==> config.mk <==
export PLATFORM = sky130hd
export DESIGN_NAME = truth_table_scanner
export DESIGN_NICKNAME = d
export VERILOG_FILES = /design/src/rtl/truth_table_scanner_pkg.sv /design/src/rtl/truth_table_scanner_settle_timer.sv /design/src/rtl/truth_table_scanner.sv
export SDC_FILE = /design/constraint.sdc
export NUM_CORES = 1
export LEC_CHECK = 0
export CORE_ASPECT_RATIO = 1.25
export CORE_MARGIN = 2
export CORE_UTILIZATION = 36
export DETAILED_ROUTE_END_ITERATION = 8
export PLACE_DENSITY = 0.61
export SLEW_MARGIN = 40
export SYNTH_ARGS = -nofsm -noshare
export SYNTH_HDL_FRONTEND = slang
export SYNTH_SLANG_ARGS = --single-unit
==> constraint.sdc <==
create_clock -name clk -period 1.7 [get_ports clk]
set_input_delay 0.425 -clock clk [delete_from_list [all_inputs] [get_ports clk]]
set_output_delay 0.425 -clock clk [all_outputs]
set_load 0.02 [all_outputs]
==> src/rtl/truth_table_scanner_pkg.sv <==
// Shared constants for the truth-table scanner: code space, result widths
// and the FSM state encoding.
package truth_table_scanner_pkg;

    localparam int N_CODES = 16;
    localparam int CODE_W  = 4;
    localparam int ONES_W  = 5;

    // FSM state encoding, kept as plain constants for legacy tool flows.
    typedef logic [1:0] state_t;
    localparam state_t ST_IDLE   = 2'd0;
    localparam state_t ST_SCAN   = 2'd1;
    localparam state_t ST_FINISH = 2'd2;

    // Last code of the scan; sampling it ends the SCAN phase.
    localparam logic [CODE_W-1:0] LAST_CODE = CODE_W'(N_CODES - 1);

endpackage

==> src/rtl/truth_table_scanner_settle_timer.sv <==
// Settle counter: counts clocks while enabled and flags the last settle
// cycle of the current code. Clears itself on that flag so the next code
// starts a fresh settle window.
module scan_settle_timer #(
    parameter int SETTLE_CYCLES = 2,
    parameter int CNT_W         = 8
) (
    input  logic clk,
    input  logic rst_n,
    input  logic clr,
    input  logic en,
    output logic tick
);

    localparam logic [CNT_W-1:0] LAST = CNT_W'(SETTLE_CYCLES - 1);

    logic [CNT_W-1:0] cnt_q;
    logic [CNT_W-1:0] cnt_d;

    // Tick marks the sample edge of the code currently being held.
    always_comb begin
        tick = en && (cnt_q == LAST);
    end

    // Next count: clear on request or at the sample edge, else step.
    always_comb begin
        cnt_d = cnt_q;
        if (clr) begin
            cnt_d = '0;
        end else if (en) begin
            if (tick) begin
                cnt_d = '0;
            end else begin
                cnt_d = cnt_q + CNT_W'(1);
            end
        end
    end

    // Counter register with synchronous active-low reset.
    always_ff @(posedge clk) begin
        if (!rst_n) begin
            cnt_q <= '0;
        end else begin
            cnt_q <= cnt_d;
        end
    end

endmodule

==> src/rtl/truth_table_scanner.sv <==
// Truth-table scanner: drives all 16 {A,B,C,D} codes into an external
// combinational block, holds each for SETTLE_CYCLES clocks, samples y_i at
// the end of each window and builds a 16-bit truth vector plus ones count.
//
// Handshake: start is a request that is only taken while idle (busy=0);
// it is not queued. busy stays high from the accepting edge through the
// done cycle. done is a one-cycle pulse; truth_o/ones_o are valid from
// that cycle onwards and hold until the next accepted start or reset.
module truth_table_scanner
    import truth_table_scanner_pkg::*;
#(
    parameter int SETTLE_CYCLES = 2,
    parameter int CNT_W         = 8
) (
    input  logic               clk,
    input  logic               rst_n,
    input  logic               start,
    output logic [CODE_W-1:0]  abcd_o,
    input  logic               y_i,
    output logic               busy,
    output logic               done,
    output logic [N_CODES-1:0] truth_o,
    output logic [ONES_W-1:0]  ones_o,
    output logic [1:0]         state_dbg_o
);

    state_t              state_q, state_d;
    logic [CODE_W-1:0]   abcd_q, abcd_d;
    logic [N_CODES-1:0]  truth_q, truth_d;
    logic [ONES_W-1:0]   ones_q, ones_d;

    logic timer_clr;
    logic timer_en;
    logic sample;

    scan_settle_timer #(
        .SETTLE_CYCLES (SETTLE_CYCLES),
        .CNT_W         (CNT_W)
    ) u_timer (
        .clk   (clk),
        .rst_n (rst_n),
        .clr   (timer_clr),
        .en    (timer_en),
        .tick  (sample)
    );

    // Timer only runs during SCAN; it sits at zero in every other state.
    always_comb begin
        timer_en  = (state_q == ST_SCAN);
        timer_clr = (state_q != ST_SCAN);
    end

    // FSM, code stepping and capture/popcount.
    always_comb begin
        state_d = state_q;
        abcd_d  = abcd_q;
        truth_d = truth_q;
        ones_d  = ones_q;
        case (state_q)
            ST_IDLE: begin
                if (start) begin
                    truth_d = '0;
                    ones_d  = '0;
                    abcd_d  = '0;
                    state_d = ST_SCAN;
                end
            end
            ST_SCAN: begin
                if (sample) begin
                    truth_d[abcd_q] = y_i;
                    ones_d          = ones_q + ONES_W'(y_i);
                    // Wraps to 0 after the last code.
                    abcd_d          = abcd_q + CODE_W'(1);
                    if (abcd_q == LAST_CODE) begin
                        state_d = ST_FINISH;
                    end
                end
            end
            ST_FINISH: begin
                state_d = ST_IDLE;
            end
            default: begin
                state_d = ST_IDLE;
            end
        endcase
    end

    // State and datapath registers with synchronous active-low reset.
    always_ff @(posedge clk) begin
        if (!rst_n) begin
            state_q <= ST_IDLE;
            abcd_q  <= '0;
            truth_q <= '0;
            ones_q  <= '0;
        end else begin
            state_q <= state_d;
            abcd_q  <= abcd_d;
            truth_q <= truth_d;
            ones_q  <= ones_d;
        end
    end

    // Outputs are decoded straight from registers, so they are glitch-free.
    always_comb begin
        abcd_o      = abcd_q;
        truth_o     = truth_q;
        ones_o      = ones_q;
        busy        = (state_q != ST_IDLE);
        done        = (state_q == ST_FINISH);
        state_dbg_o = state_q;
    end

endmodule

==> run_results.csv <==
group,metric,value,unit
run_status,status,"finished with violations",
run_status,violations,"negative setup slack",
placed_design,dpl.hpwl,3090,um
synth,synthTopCellsByArea,"dfxtp_1 40%, ha_1 5.8%, nand3_1 3.7%",
grt,grt_overflow_total,0,
route,drtPass1Iterations,4,
floorplan,coreArea,4690,sq um
worst_setup_path,worst-r2r-cell-count,8,
cts,path_clk_slew,0.07,ns
timing,timing.fmax,561,MHz
layout,areaGrowthSynthToFinish,50.9,%
synth,synth_cells,192,
cts,clockBufferDepth,2,
layout,diodes,0,
synth,yosys_most_used_dff,"dfxtp_1",
synth,syn_avg_cell_area,9.05,sq um
route,first_iter_violations,81,
min_path,min-delay-start,"truth_o[14]",
worst_setup_path,r2r_start,"u_timer.cnt_q[1]",
cts,numCtsBuffers,5,
synth,yosysSeqAreaShare,40.3,%
grt,met1_usage,19.4,%
timing,clock_skew,0.00606,ns
floorplan,chipWidth,66.1,um
synth,yosysWarnings,0,
layout,final_cell_mix,"34 x buf_4, 32 x dfxtp_1, 17 x nor2_1",
synth,yosysTopAreaCell,"dfxtp_1",
cts,worstSkewPairLatency,0.29,ns
synth,synthDistinctLibCells,39,
route,antenna_left,0,
floorplan,rows,28,
min_path,hold_depth,2,
worst_setup_path,rrSetupSlack,-0.08,ns
min_path,hold_class,"reg2reg",
layout,n_fill_cell,440,
route,avgRoutedWirePerCell,13.9,um
cts,ctsHtreeMaxLevel,2,
cts,numClockSinks,35,
worst_setup_path,crit_type,"reg2reg",
worst_setup_path,crit_required,1.91,ns
grt,use_met2,29.8,%
layout,final_common_cell,"buf_4",
timing,finalSetupViolations,17,
worst_setup_path,critPathLaunchType,"flop",
synth,yosysTopAreaCellShare,40.3,%
floorplan,initial_core_util,37.0,%
floorplan,ios,33,
layout,final_util,55.8,%
grt,grt_max_degree,17,
timing,period_needed,1.78,ns
floorplan,fp.dieArea,5400,sq um
flow_run,drv_cap,0,
timing,report.final.slew_viol_count,0,
worst_setup_path,worstReg2RegEnd,"truth_o[0]",
grt,grt_use_met3,4.11,%
grt,grt_pass1_wl,7050,um
route,routed_wl,4460,um
worst_setup_path,critPathMaxFanout,7,
grt,antenna_found_initial,0,
worst_setup_path,cp_data_arrival_time,1.99,ns
synth,synth_edf_count,0,
timing,grt_setup_unrepaired,"yes",
power,ir_drop,0.422,mV
cts,cts_hold_buf,0,
route,drc,0,
placed_design,post-place-ws,-0.237,ns
timing,min_period_over_period,105,%
timing,fin_ws,-0.0833,ns
placed_design,gp_congestion,0.808,
worst_setup_path,crit_path_end_kind,"flop",
cts,cts_root_buf,"clkbuf_8",
synth,mappedNetlistArea,1740,sq um
layout,layout.nets,272,
grt,grt_usage,17.3,%
synth,syn-num-nets,204,
timing,worst_pin_slew,0.530,ns
timing,slew_headroom,64.5,%
power,p_per_area,638,nW/um^2
min_path,whs_endpoint,"truth_o[14]",
cts,cts_tree,"built",
route,vias,1689,
grt,grt_pass1_vias,1541,
placed_design,port-buffer-count,32,
timing,hold_viol_final,0,
synth,synth-async-reset-ratio,0,%
power,power.leakage,1.17,nW
synth,synth_seq_cells,35,
floorplan,fp.dieH,81.7,um
grt,busiest_layer,"met2",
layout,final_layout_size_suffix_gt1_share,30.3,%
route,via_per_inst,5.26,
## repair_timing
action / in CTS / in global routing
hold endpoints to repair: 0 / 0
gates cloned: 1 / 0
pin swaps: 12 / 5
buffers inserted: 2 / 1
resized for setup: 27 / 19
setup endpoints to repair: 28 / 29
## cell families (layout without fill, tap and decap cells)
kind of cell    count (synthesis)  count (layout)  synth area share [%]
compound gates                 40              40                  18.0
simple gates                   77              77                  24.5
fa+ha+maj                       8               8                  5.76
buf+inv                        20              89                  5.11
xor+xnor                        9               9                  4.54
flops                          35              35                  40.3
mux                             3               3                  1.73
## stage by stage
step	total power [mW]	hold slack [ns]	instance area [sq um]	cells	setup TNS, ns
6_report	1.67	0.461	2620	321	-0.910
4_1_cts	1.69	0.469	2570	322	-0.761
3_5_place_dp	1.01	0.459	2380	311	-3.93
5_1_grt	1.74	0.491	2620	321	-2.16
3_3_place_gp	1.01	0.451	2380	311	-3.76
2_1_floorplan	0.928	0.422	1740	192	0
## report_power, final
part	switching, mW	internal, mW
Sequential	0.00714	0.827
Clock	0.300	0.370
Combinational	0.0921	0.0767
Total	0.399	1.27
## worst max path at each step
stage,end,from,slack (ns)
final,truth_o[0],u_timer.cnt_q[1],-0.08
after global routing,truth_o[3],u_timer.cnt_q[1],-0.15
after CTS,truth_o[3],u_timer.cnt_q[1],-0.07
after detailed placement,ones_o[4],y_i,-0.24
after global placement,ones_o[4],y_i,-0.23
after floorplan,truth_o[4],abcd_o[0],0.02
## registers in the layout, summed over array words and instances (netlist names)
signal         cells
state_dbg_o        2
ones_o             5
truth_o           16
u_timer.cnt_q      8
abcd_o             4
## per-layer routing
metal / routed length [um] / vias to the layer above
li1: - / 849
met1: 1930 / 801
met2: 2280 / 31
met3: 178 / 8
met4: 80 / 0
met5: 0 / -
## cell type report
type                    instances  area (sq um)  share of cell area [%]
clock buffers                   8           100                    3.82
inverters                       9          33.8                    1.29
multi-input cells             137          1030                    39.5
flip-flops and latches         35           704                    26.9
well taps                      60          75.1                    2.87
repair buffers                 72           672                    25.6
## synth_stat cells, types with 3 or more instances
| cell type | number |
|---|---|
| dfxtp_1 | 35 |
| nor2_1 | 17 |
| nand3_1 | 13 |
| nand2_1 | 12 |
| inv_1 | 9 |
| a31oi_1 | 8 |
| ha_1 | 8 |
| nand4_1 | 8 |
| a211oi_1 | 7 |
| a31o_2 | 7 |
| nor2b_1 | 7 |
| clkbuf_1 | 6 |
| o211ai_1 | 5 |
| xor2_1 | 5 |
| and3_1 | 4 |
| xnor2_1 | 4 |
| a21oi_1 | 3 |
| mux2i_1 | 3 |
## worst max-delay path, stage by stage (launching register included)
cell and delay (ns):
dfxtp_2 0.32, inv_2 0.06, ha_4 0.12, or4b_4 0.48, nor3_4 0.21, buf_6 0.16
buf_16 0.12, a31oi_1 0.08, a211oi_1 0.16
No activity file was read; power rests on OpenSTA's default activity.
